## config.mk

```make
export PLATFORM = sky130hd
export DESIGN_NAME = alu_cmd_issuer
export DESIGN_NICKNAME = d
export VERILOG_FILES = /design/src/rtl/alu_cmd_issuer.sv
export SDC_FILE = /design/constraint.sdc
export NUM_CORES = 1
export LEC_CHECK = 0
export BUFFER_PORTS_ARGS = -buffer_cell sky130_fd_sc_hd__buf_2
export CAP_MARGIN = 20
export CORE_MARGIN = 2
export CORE_UTILIZATION = 47
export DETAILED_ROUTE_END_ITERATION = 8
export PLACE_DENSITY_LB_ADDON = 0.3
export SETUP_SLACK_MARGIN = 0.5
export SLEW_MARGIN = 20
export SYNTH_ARGS = -nofsm -noshare
export SYNTH_HDL_FRONTEND = slang
export SYNTH_SLANG_ARGS = --single-unit
```

## constraint.sdc

```tcl
create_clock -name clk -period 2.1 [get_ports clk]
set_clock_uncertainty 0.2 [all_clocks]
set_input_delay 0.105 -clock clk [delete_from_list [all_inputs] [get_ports clk]]
set_output_delay 0.105 -clock clk [all_outputs]
set_load 0.005 [all_outputs]
```

## src/rtl/alu_cmd_issuer.sv

```systemverilog
// alu_cmd_issuer: initiator side of the ALU start/done handshake.
// Takes tagged commands on a valid/ready port, drives operands, opcode and
// a one-cycle start pulse into the ALU, waits for done, and returns the
// 16-bit result with its tag on a valid/ready response port. One operation
// is in flight at a time.
//
// Optional feature macro: ALU_TIMEOUT_EN
//   When defined, WAIT is bounded to TIMEOUT_CYCLES cycles. On expiry the
//   response carries 16'hDEAD with rsp_err = 1.
//   When undefined, WAIT is unbounded and rsp_err is constant 0.
//
// Ports:
//   clk, rst_n                     clock / async active-low reset
//   cmd_valid/ready, cmd_a/b/op/tag  command port
//   alu_a/b/opcode, alu_start      ALU drive (operands held until next accept)
//   alu_result, alu_done           ALU completion
//   rsp_valid/ready, rsp_result/tag/err  response port
//   op_count                       completed responses, wraps at 16 bits
module alu_cmd_issuer #(
  parameter int TAG_W          = 4,
  parameter int TIMEOUT_CYCLES = 64
) (
  input  logic             clk,
  input  logic             rst_n,
  input  logic             cmd_valid,
  output logic             cmd_ready,
  input  logic [7:0]       cmd_a,
  input  logic [7:0]       cmd_b,
  input  logic [2:0]       cmd_op,
  input  logic [TAG_W-1:0] cmd_tag,
  output logic [7:0]       alu_a,
  output logic [7:0]       alu_b,
  output logic [2:0]       alu_opcode,
  output logic             alu_start,
  input  logic [15:0]      alu_result,
  input  logic             alu_done,
  output logic             rsp_valid,
  input  logic             rsp_ready,
  output logic [15:0]      rsp_result,
  output logic [TAG_W-1:0] rsp_tag,
  output logic             rsp_err,
  output logic [15:0]      op_count
);

  typedef enum logic [1:0] {IDLE, ISSUE, WAIT, RESP} state_t;

  state_t           state, state_nxt;
  logic [TAG_W-1:0] tag_q;
  logic             accept;
  logic             timeout;

  assign accept    = cmd_valid & cmd_ready;
  assign alu_start = (state == ISSUE);
  assign rsp_valid = (state == RESP);
  assign rsp_tag   = tag_q;

`ifdef ALU_TIMEOUT_EN
  logic [15:0] wait_cnt;
  logic        err_q;

  // Counter sits at 0 outside WAIT, so the first WAIT cycle sees 0 and the
  // TIMEOUT_CYCLES-th WAIT cycle sees TIMEOUT_CYCLES-1. Done wins a tie.
  assign timeout = (state == WAIT) && !alu_done &&
                   (wait_cnt == 16'(TIMEOUT_CYCLES - 1));
  assign rsp_err = err_q;

  always_ff @(posedge clk or negedge rst_n) begin
    if (!rst_n) begin
      wait_cnt <= '0;
      err_q    <= 1'b0;
    end else begin
      wait_cnt <= (state == WAIT) ? wait_cnt + 16'd1 : 16'd0;
      if (accept)       err_q <= 1'b0;
      else if (timeout) err_q <= 1'b1;
    end
  end
`else
  logic unused_cfg;
  assign unused_cfg = ^TIMEOUT_CYCLES;
  assign timeout    = 1'b0;
  assign rsp_err    = 1'b0;
`endif

  always_comb begin
    state_nxt = state;
    case (state)
      IDLE:  if (accept) state_nxt = ISSUE;
      // The ALU never raises done for a nop, so skip WAIT entirely.
      ISSUE: state_nxt = (alu_opcode == 3'd0) ? RESP : WAIT;
      WAIT:  if (alu_done || timeout) state_nxt = RESP;
      RESP:  if (rsp_ready) state_nxt = IDLE;
      default: state_nxt = IDLE;
    endcase
  end

  always_ff @(posedge clk or negedge rst_n) begin
    if (!rst_n) begin
      state      <= IDLE;
      cmd_ready  <= 1'b0;
      alu_a      <= '0;
      alu_b      <= '0;
      alu_opcode <= '0;
      tag_q      <= '0;
      rsp_result <= '0;
      op_count   <= '0;
    end else begin
      state     <= state_nxt;
      // Registered ready: high exactly while the FSM sits in IDLE.
      cmd_ready <= (state_nxt == IDLE);
      if (accept) begin
        alu_a      <= cmd_a;
        alu_b      <= cmd_b;
        alu_opcode <= cmd_op;
        tag_q      <= cmd_tag;
      end
      if (state == ISSUE && alu_opcode == 3'd0) rsp_result <= 16'h0000;
      else if (state == WAIT && alu_done)       rsp_result <= alu_result;
      else if (timeout)                         rsp_result <= 16'hDEAD;
      if (state == RESP && rsp_ready) op_count <= op_count + 16'd1;
    end
  end

endmodule

```

==> summary.md, run 1 <==
| Metric | Value |
|---|---|
| Critical path origin | `rsp_ready` |
| H-tree level count | `3` |
| Die width | `74.9 um` |
| Worst r2r src | `state[0]` |
| IO buf count | `101` |
| Leak | `1.83 nW` |
| Wire per inst | `13.5 um` |
| Maximum vdd ir drop | `0.000807 V` |
| Seq cells post-synth | `58` |
| Global-route wire length before repair | `9130 um` |
| All-Layer GR Usage | `0.220` |
| TritonCTS Buffers | `9` |
| Worst Hold Class | `in2async` |
| Fin. max-slew vios | `0` |
| Synthesis Warnings | `0` |
| Mean Syn Cell Area | `11.7 sq um` |
| Layout cell share with drive strength beyond 1 | `0.440` |
| Cell Area, Synth | `0.00236 sq mm` |
| CP endpoint kind | `flip-flop` |
| Via Count | `2055` |
| Util after Layout | `0.757` |
| Slew headroom | `0.603` |
| Gate Count Post-Synth | `201` |
| Worst path arrival time | `1540 ps` |
| Row cnt | `25` |
| Final Hold Vio Count | `0` |
| 1st-iter DRT viols | `62` |
| P&R area growth vs syn | `53.4%` |
| Register-to-register setup slack | `590 ps` |
| Worst-path clk slew | `60 ps` |
| Max clock buf depth | `2` |
| Synth area leaders | `dfrtp_1 61%, mux2_2 11%, nand2_1 7.3%` |
| Synth area leader | `dfrtp_1` |
| Post-layout nets | `403` |
| Total power | `4.14 mW` |
| GPL Wtd Cong | `0.779` |
| TritonCTS Sinks | `58` |
| Drt pass-1 iters | `4` |
| Largest net degree at the start of global routing | `28` |
| Gr ovfl total | `0` |
| Vias in the first global route | `2025` |
| Most common cell after layout, fill and taps aside | `buf_2` |
| Min Tclk post-route | `1540 ps` |
| Setup TNS | `0 ps` |
| Syn Nets | `246` |
| Max Freq | `0.651 GHz` |
| Pwr dens | `1140 mW/mm^2` |
| RSZ-0062 raised after global routing | `false` |
| Detailed Route WL | `5770 um` |
| Tcrit/Tclk final | `0.731` |
| Synth top area share | `0.615` |
| Final setup fails | `0` |
| Hold WS | `129 ps` |
| Hpwl dp | `3530 um` |
| Root Driver | `clkbuf_8` |
| WS Path Type | `in2reg` |
| DR DRC count | `0` |
| Clk_lat worst skew | `320 ps` |
| Max cap viols | `0` |
| Worst Path Required | `2110 ps` |
| CP startpoint kind | `input port` |
| Vias per std cell | `4.82` |
| Outcome | `complete, no violations` |
| Initial antenna violation count | `0` |
| Crit path max fanout | `4` |
| Full die area | `0.00561 sq mm` |
| Die Y | `74.9 um` |
| Most frequent cells in the layout | `101 x buf_2, 54 x dfrtp_1, 46 x nand2_1` |
| Core Area | `0.00479 sq mm` |
| CTS tree | `yes` |
| Unique cell type count in the Yosys netlist | `25` |
| Post-synthesis sequential area ratio | `0.615` |
| I/O Pins | `103` |
| Starting Density | `0.493` |
| Antenna cells | `0` |
| Remaining antenna violation count | `0` |
| Worst slew pin tran | `595 ps` |
-- logic make-up after synthesis --
group	Yosys count	share of synthesized area
AND/OR/NAND/NOR	74	0.150
flip-flops	58	0.615
multiplexers	23	0.110
AO/OA/AOI/OAI	19	0.0403
XOR/XNOR	15	0.0556
buffers and inverters	10	0.0228
adder cells (fa/ha/maj)	1	0.00530
other	1	0.00159
-- Yosys cell counts --
library cell,instances
mux2_2,23
and2_1,2
buf_2,3
nand3_1,3
dfrtp_1,58
ha_1,1
and4_1,2
o21ai_0,1
or2_2,1
xnor2_1,7
nand3_2,1
buf_4,3
nor3_1,3
nand4_1,3
inv_1,3
xor2_1,8
nor2_1,8
conb_1,1
nand2_1,46
clkbuf_2,1
nor4b_4,1
and2b_1,1
nor4_2,1
a21oi_1,18
and3_1,2
-- worst max-delay path: stages --
cell	delay, ps
dlygate4sd3_1	530
buf_2	140
and4_4	260
nand4_1	200
buf_4	200
xnor2_1	110
-- final cells by class --
type                            instances  area (sq um)
Sequential cell                        58          1460
Fill cell                             329          1160
Timing Repair Buffer                  153          1020
Multi-Input combinational cell        133           881
Clock buffer                           12           165
Tap cell                               67          83.8
Inverter                                3          11.3
-- final timing paths --
| check | end | depth (start not counted) |
|---|---|---|
| setup / recovery | op_count[10] | 6 |
| hold / removal | rsp_result[4] | 2 |
| setup reg to reg | op_count[10] | 4 |
| hold reg to reg | op_count[15] | 1 |
| max in group asynchronous | op_count[3] | 3 |
| min in group clk | op_count[15] | 1 |
-- metrics by stage --
stage | instances | worst slack (ps) | instance area (sq um)
after floorplan | 201 | 553 | 2360
after global placement | 367 | 587 | 2950
after detailed placement | 367 | 512 | 2950
after CTS | 422 | 505 | 3540
after global routing | 426 | 476 | 3620
final | 426 | 564 | 3620
-- power breakdown --
| part | switching [mW] | total [mW] | internal [mW] |
|---|---|---|---|
| logic | 0.611 | 1.39 | 0.778 |
| registers | 0.307 | 1.87 | 1.57 |
| clock network | 0.378 | 0.876 | 0.498 |
-- per-layer routing --
| layer | GRT usage | share of wire | vias up |
|---|---|---|---|
| li1 | - | - | 981 |
| met1 | 0.264 | 0.41 | 978 |
| met2 | 0.345 | 0.49 | 75 |
| met3 | 0.0763 | 0.069 | 21 |
| met4 | 0.127 | 0.037 | 0 |
| met5 | 0 | 0 | - |
-- sequential cells by signal, summed over array words and instances, names as in the netlist --
signal      count
alu_a           8
rsp_result     16
rsp_tag         4
op_count       16
alu_opcode      3
state           2
cmd_ready       1
alu_b           8
-- repair_timing --
item                       CTS  global route
buffers inserted             0             4
hold buffers                43             0
hold endpoints to repair    67             0
gates resized for setup      0            14
setup endpoints to repair    0            13
No activity file was read; power rests on OpenSTA's default activity.
==> inputs of run 2 (changes only) <==
- ABC_AREA: default -> 1
- CORE_UTILIZATION: 47 -> 43
- clock period: 2.1 -> 1.3 ns (I/O delays scaled with it)
==> run 2 against run 1 <==
Against the previous run:
- the run now ends with hold timing, setup timing left
- synthesized cell count is 27% higher
- sequential power is 71% higher
- critical path depth is 1 lower
- setup slack worse by 740 ps
- first-iteration DRC count is 120% higher
- largest cell class is now non-clock buffers
==> summary.md, run 2 <==
| Metric | Value |
|---|---|
| CTS tree | `yes (unchanged)` |
| Top FF cell, synth | `dfrtp_1 (unchanged)` |
| Synth area leaders | `dfrtp_1 57%, mux2_2 10%, nand2_1 6.5% (was dfrtp_1 61%, mux2_2 11%, nand2_1 7.3%)` |
| Row cnt | `27 (was 25)` |
| Switching Fraction | `0.345 (was 0.313)` |
| Worst Hold Class | `in2reg (was in2async)` |
| Hold WS | `-266 ps (was 129 ps)` |
| Hold_buf cts | `17 (was 43)` |
| Part of the power in registers | `0.319 (was 0.453)` |
| Top flop regs | `op_count: 16 flops, rsp_result: 16 flops (unchanged)` |
| Layout cell share with drive strength beyond 1 | `0.636 (was 0.440)` |
| Antenna cells | `0 (unchanged)` |
| Final non-filler cell area | `0.00494 sq mm (was 0.00362 sq mm)` |
| Clock power frac | `0.171 (was 0.212)` |
| Pwr dens | `2030 mW/mm^2 (was 1140 mW/mm^2)` |
| Vias per std cell | `5.06 (was 4.82)` |
| Pre-CTS worst setup slack | `-130 ps (was 512 ps)` |
| Worst-path clk slew | `80 ps (was 60 ps)` |
| Starting Density | `0.453 (was 0.493)` |
| Remaining antenna violation count | `0 (unchanged)` |
| Slack of the critical path | `-181 ps (was 564 ps)` |
| Max Freq | `0.675 GHz` |
| Seq cells post-synth | `58 (unchanged)` |
| Synthesis Warnings | `0 (unchanged)` |
| CP startpoint kind | `flip-flop (was input port)` |
| Largest net degree at the start of global routing | `59 (was 28)` |
| Maximum vdd ir drop | `0.00141 V (was 0.000807 V)` |
| Clk_lat worst skew | `350 ps (was 320 ps)` |
| All-Layer GR Usage | `0.262 (was 0.220)` |
| Unique cell type count in the Yosys netlist | `21 (was 25)` |
| Min Tclk post-route | `1480 ps` |
| Placed Area | `0.00354 sq mm (was 0.00295 sq mm)` |
| Placed cells | `444 (was 367)` |
| 1st-iter DRT viols | `137 (was 62)` |
| DR DRC count | `0 (unchanged)` |
| Outcome | `finished with violations (was complete, no violations)` |
| GPL Wtd Cong | `0.795 (was 0.779)` |
| Initial antenna violation count | `0 (unchanged)` |
| Most common cell after layout, fill and taps aside | `buf_2 (unchanged)` |
| Final Non-Filler Cells | `544 (was 426)` |
| Full die area | `0.00650 sq mm (was 0.00561 sq mm)` |
| Vias in the first global route | `2680 (was 2025)` |
| Most frequent cells in the layout | `87 x buf_2, 54 x buf_4, 50 x dfrtp_1 (was 101 x buf_2, 54 x dfrtp_1, 46 x nand2_1)` |
| Leak | `2.65 nW (was 1.83 nW)` |
| Wire per inst | `18.7 um (was 13.5 um)` |
| Post-layout nets | `512 (was 403)` |
| Number of synthesized flops with an enable pin | `0 (unchanged)` |
| TritonCTS Buffers | `9 (unchanged)` |
| Core Area | `0.00557 sq mm (was 0.00479 sq mm)` |
| Failing checks | `hold timing, setup timing` |
| Die width | `80.6 um (was 74.9 um)` |
| Crit path max fanout | `6 (was 4)` |
| WS Path Type | `reg2reg (was in2reg)` |
| TritonCTS Sinks | `58 (unchanged)` |
| Max cap viols | `0 (unchanged)` |
| IO buf count | `101 (unchanged)` |
| Worst path arrival time | `1510 ps (was 1540 ps)` |
| Final setup fails | `58 (was 0)` |
| Setup TNS | `-6970 ps (was 0 ps)` |
| Synth top area share | `0.575 (was 0.615)` |
| Cell Area, Synth | `0.00253 sq mm (was 0.00236 sq mm)` |
| RSZ-0062 raised after global routing | `true (was false)` |
| CP endpoint kind | `flip-flop (unchanged)` |
| Cell internal pwr | `6.56 mW (was 2.84 mW)` |
| Via Count | `2755 (was 2055)` |
| Root Driver | `clkbuf_8 (unchanged)` |
| Combinational share of power | `0.511 (was 0.336)` |
| Fin. max-slew vios | `0 (unchanged)` |
| Tcrit/Tclk final | `1.14` |
| Hpwl dp | `4270 um (was 3530 um)` |
| P_sw | `3.45 mW (was 1.30 mW)` |
| Global-route wire length before repair | `12600 um (was 9130 um)` |
| Final Hold Vio Count | `25 (was 0)` |
| Gate Count Post-Synth | `255 (was 201)` |
| Synth area leader | `dfrtp_1 (unchanged)` |
| Fill cells | `247 (was 329)` |
| Max clock buf depth | `2 (unchanged)` |
| H-tree level count | `3 (unchanged)` |
| Gr ovfl total | `0 (unchanged)` |
| Worst Path Required | `1330 ps (was 2110 ps)` |
| Cell with the most instances after synthesis | `dfrtp_1 (unchanged)` |
| Total power | `10.0 mW (was 4.14 mW)` |
| Detailed Route WL | `10200 um (was 5770 um)` |
| Util after Layout | `0.886 (was 0.757)` |
| Post-synthesis sequential area ratio | `0.575 (was 0.615)` |
| Most frequent cells after synthesis | `58 x dfrtp_1, 44 x nand2_1, 36 x inv_1 (was 58 x dfrtp_1, 46 x nand2_1, 23 x mux2_2)` |
| Drt pass-1 iters | `4 (unchanged)` |
| Mean Syn Cell Area | `9.91 sq um (was 11.7 sq um)` |
| Syn Nets | `300 (was 246)` |
| P&R area growth vs syn | `95.4% (was 53.4%)` |
| Die Y | `80.6 um (was 74.9 um)` |
| Asr flop ratio synth | `1.00 (unchanged)` |
| I/O Pins | `103 (unchanged)` |
[run 2: final timing paths]
| check | from | endpoint | slack [ps] | cells after the start |
|---|---|---|---|---|
| worst max-delay path | state[1] | rsp_result[1] | -180 | 5 |
| worst min-delay path | cmd_tag[0] | rsp_tag[0] | -270 | 2 |
| worst max register to register | state[1] | rsp_result[1] | -180 | 5 |
| worst min register to register | alu_b[4] | alu_b[4] | 310 | 1 |
| max in group asynchronous | rst_n | rsp_result[9] | 600 | 3 |
| min in group asynchronous | rst_n | state[1] | 90 | 3 |
[run 2: cell type report]
class                           instances  area, sq um  share of cell area
Clock buffer                           12          145              0.0294
Clock inverter                          4         51.3              0.0104
Inverter                               36          140              0.0284
Multi-Input combinational cell        156         1350               0.273
Sequential cell                        58         1460               0.296
Tap cell                               72         90.1              0.0183
Timing Repair Buffer                  206         1700               0.344
[run 2: kinds of logic after synthesis]
logic type	count (synthesis)	share of synthesized area
compound gates	20	0.0396
xor+xnor	7	0.0243
fa+ha+maj	1	0.00495
buf+inv	43	0.0703
flops	58	0.575
mux	23	0.103
other cells	1	0.00148
simple gates	102	0.182
[run 2: metal layers]
| layer | routed length [um] | track usage |
|---|---|---|
| met5 | 0 | 0 |
| met4 | 361 | 0.0644 |
| met3 | 592 | 0.0753 |
| met2 | 5510 | 0.493 |
| met1 | 3690 | 0.286 |
[run 2: power groups by stage]
stage / Sequential (mW) / Combinational (mW) / Clock (mW)
2_1_floorplan: 3.13 / 1.48 / 0
6_report: 3.19 / 5.11 / 1.71
3_3_place_gp: 3.06 / 2.72 / 0
4_1_cts: 3.05 / 4.13 / 1.70
3_5_place_dp: 3.08 / 2.80 / 0
5_1_grt: 3.25 / 5.39 / 1.82
[run 2: what timing repair did]
| item | 4_1_cts | 5_1_grt |
|---|---|---|
| resized for setup | 52 | 48 |
| cloned | 6 | 2 |
| setup endpoints to repair | 116 | 117 |
| buffers inserted | 39 | 20 |
| pin swaps | 17 | 23 |
| hold endpoints to repair | 101 | 25 |
[run 2: critical path: stages, from the launching register on]
cell	delay (ps)
dfrtp_2	470
buf_6	140
nand3_4	180
buf_12	210
nand3_2	90
o21ai_2	70
==> inputs of run 3 (changes only) <==
- CELL_PAD_IN_SITES_DETAIL_PLACEMENT: default -> 0
- CELL_PAD_IN_SITES_GLOBAL_PLACEMENT: default -> 1
- CORE_UTILIZATION: 43 -> 32
==> run 3 against run 2 <==
Against the previous run:
- the flow still finishes with violations (hold timing, setup timing)
- final cell count is 4.6% higher
- final area is 0.86% lower
- non-clock buffer count is 5 lower
- largest cell class unchanged
- highest routed layer unchanged
- count of clock-buffer cells in the layout is 3 lower
- via count is 8.8% lower
==> summary.md, run 3 (synthesis gave the netlist of run 2 again) <==
| Metric | Value |
|---|---|
| Outcome | `finished with violations (unchanged)` |
| Failing checks | `hold timing, setup timing (unchanged)` |
| IO buf count | `101 (unchanged)` |
| Vias in the first global route | `2417 (was 2680)` |
| Antenna cells | `0 (unchanged)` |
| Slack of the critical path | `-110 ps (was -181 ps)` |
| Die width | `92.9 um (was 80.6 um)` |
| Row cnt | `32 (was 27)` |
| Gr ovfl total | `0 (unchanged)` |
| TritonCTS Sinks | `58 (unchanged)` |
| Worst Hold Class | `in2reg (unchanged)` |
| Final Non-Filler Cells | `569 (was 544)` |
| DR DRC count | `0 (unchanged)` |
| Global-route wire length before repair | `11100 um (was 12600 um)` |
| Drt pass-1 iters | `4 (unchanged)` |
| Placed Area | `0.00366 sq mm (was 0.00354 sq mm)` |
| Hold Path Sink | `alu_b[0] (was rsp_tag[0])` |
| Hold path start | `cmd_b[0] (was cmd_tag[0])` |
| GR Util met2 | `0.268 (was 0.493)` |
| Grt met1 use | `0.204 (was 0.286)` |
| Top flop regs | `op_count: 16 flops, rsp_result: 16 flops (unchanged)` |
| Final Hold Vio Count | `26 (was 25)` |
| Pwr dens | `1900 mW/mm^2 (was 2030 mW/mm^2)` |
| Layout cell share with drive strength beyond 1 | `0.623 (was 0.636)` |
| Min Tclk post-route | `1410 ps (was 1480 ps)` |
| Die Y | `92.9 um (was 80.6 um)` |
| Worst path arrival time | `1440 ps (was 1510 ps)` |
| Crit path max fanout | `7 (was 6)` |
| Maximum vdd ir drop | `0.00110 V (was 0.00141 V)` |
| Busiest grt layer | `met2 (unchanged)` |
| Leak | `2.56 nW (was 2.65 nW)` |
| Max clock buf depth | `2 (unchanged)` |
| Met3 Use GR | `0.0504 (was 0.0753)` |
| Post-layout nets | `507 (was 512)` |
| RSZ-0062 raised after global routing | `true (unchanged)` |
| P&R area growth vs syn | `93.7% (was 95.4%)` |
| Total power | `9.29 mW (was 10.0 mW)` |
| Pre-CTS worst setup slack | `-111 ps (was -130 ps)` |
| Starting Density | `0.329 (was 0.453)` |
| Wire per inst | `13.0 um (was 18.7 um)` |
| Hold WS | `-242 ps (was -266 ps)` |
| Via Count | `2512 (was 2755)` |
| Root Driver | `clkbuf_8 (unchanged)` |
| Worst r2r src | `state[1] (unchanged)` |
| 1st-iter DRT viols | `54 (was 137)` |
| I/O Pins | `103 (unchanged)` |
| Max Freq | `0.709 GHz (was 0.675 GHz)` |
| Most frequent cells in the layout | `85 x buf_2, 53 x buf_4, 52 x dfrtp_1 (was 87 x buf_2, 54 x buf_4, 50 x dfrtp_1)` |
| WHS Path Cells | `2 (unchanged)` |
| Tcrit/Tclk final | `1.08 (was 1.14)` |
| Clk_lat worst skew | `330 ps (was 350 ps)` |
| Detailed Route WL | `7390 um (was 10200 um)` |
| All-Layer GR Usage | `0.164 (was 0.262)` |
| Remaining antenna violation count | `0 (unchanged)` |
| GPL Wtd Cong | `0.758 (was 0.795)` |
| Worst-path clk slew | `80 ps (about the same)` |
| Fin. max-slew vios | `0 (unchanged)` |
| H-tree level count | `3 (unchanged)` |
| Initial antenna violation count | `0 (unchanged)` |
| CTS tree | `yes (unchanged)` |
| Final setup fails | `55 (was 58)` |
| Largest net degree at the start of global routing | `59 (unchanged)` |
| WS Path Type | `reg2reg (unchanged)` |
| Max cap viols | `0 (unchanged)` |
| Hpwl dp | `4370 um (was 4270 um)` |
| Vias per std cell | `4.41 (was 5.06)` |
| R2R depth | `5 (unchanged)` |
| Worst Path Required | `1330 ps (about the same)` |
| Hold_buf cts | `17 (unchanged)` |
| Final non-filler cell area | `0.00489 sq mm (was 0.00494 sq mm)` |
| Core Area | `0.00769 sq mm (was 0.00557 sq mm)` |
| Register-to-register setup slack | `-110 ps (was -180 ps)` |
| Placed cells | `485 (was 444)` |
| CP startpoint kind | `flip-flop (unchanged)` |
| CP endpoint kind | `flip-flop (unchanged)` |
| TritonCTS Buffers | `9 (unchanged)` |
| Full die area | `0.00862 sq mm (was 0.00650 sq mm)` |
| Reg2reg end | `rsp_result[1] (unchanged)` |
| Util after Layout | `0.637 (was 0.886)` |
| Most common cell after layout, fill and taps aside | `buf_2 (unchanged)` |
==> run 3: report_power, final <==
part           switching [mW]  internal [mW]
sequential              0.552           2.53
clock                   0.802          0.897
combinational            1.64           2.87
==> run 3: per-layer routing <==
layer	part of all wire	up-vias
li1	-	1242
met1	0.43	1189
met2	0.49	75
met3	0.061	6
met4	0.012	0
met5	0	-
==> run 3: worst max-delay path by stage <==
stage / from / end / slack (ps) / cells after the start
after floorplan: alu_opcode[1] / rsp_result[0] / -70 / 5
after global placement: state[0] / op_count[15] / -90 / 7
after detailed placement: state[0] / op_count[15] / -110 / 7
after CTS: state[1] / op_count[13] / -100 / 5
after global routing: op_count[0] / op_count[14] / -180 / 9
final: state[1] / rsp_result[1] / -110 / 5
==> run 3: layout make-up <==
type                    count  area, sq um
clock buffers               9          124
clock inverters             7         78.8
fillers                   648         2790
inverters                  36          143
multi-input cells         156         1320
flip-flops and latches     58         1460
well taps                 102          128
repair buffers            201         1640
==> run 3: per-stage QoR <==
step | hold WS (ps) | setup TNS (ps)
2_1_floorplan | -431 | -853
3_3_place_gp | -104 | -1510
3_5_place_dp | -105 | -2030
4_1_cts | -260 | -2060
5_1_grt | -263 | -6330
6_report | -242 | -2950
==> run 3: worst max-delay path: stages (launching register included) <==
cell,delay [ps]
dfrtp_2,480
buf_4,160
nand3_4,140
clkbuf_16,210
nand3_2,70
o21ai_1,60
==> run 3: repair_timing <==
item,4_1_cts,5_1_grt
buffers inserted,28,16
endpoints found under the setup margin,116,119
endpoints found under the hold margin,100,25
gates cloned,3,4
gates resized for setup,43,45
pin swaps,10,20
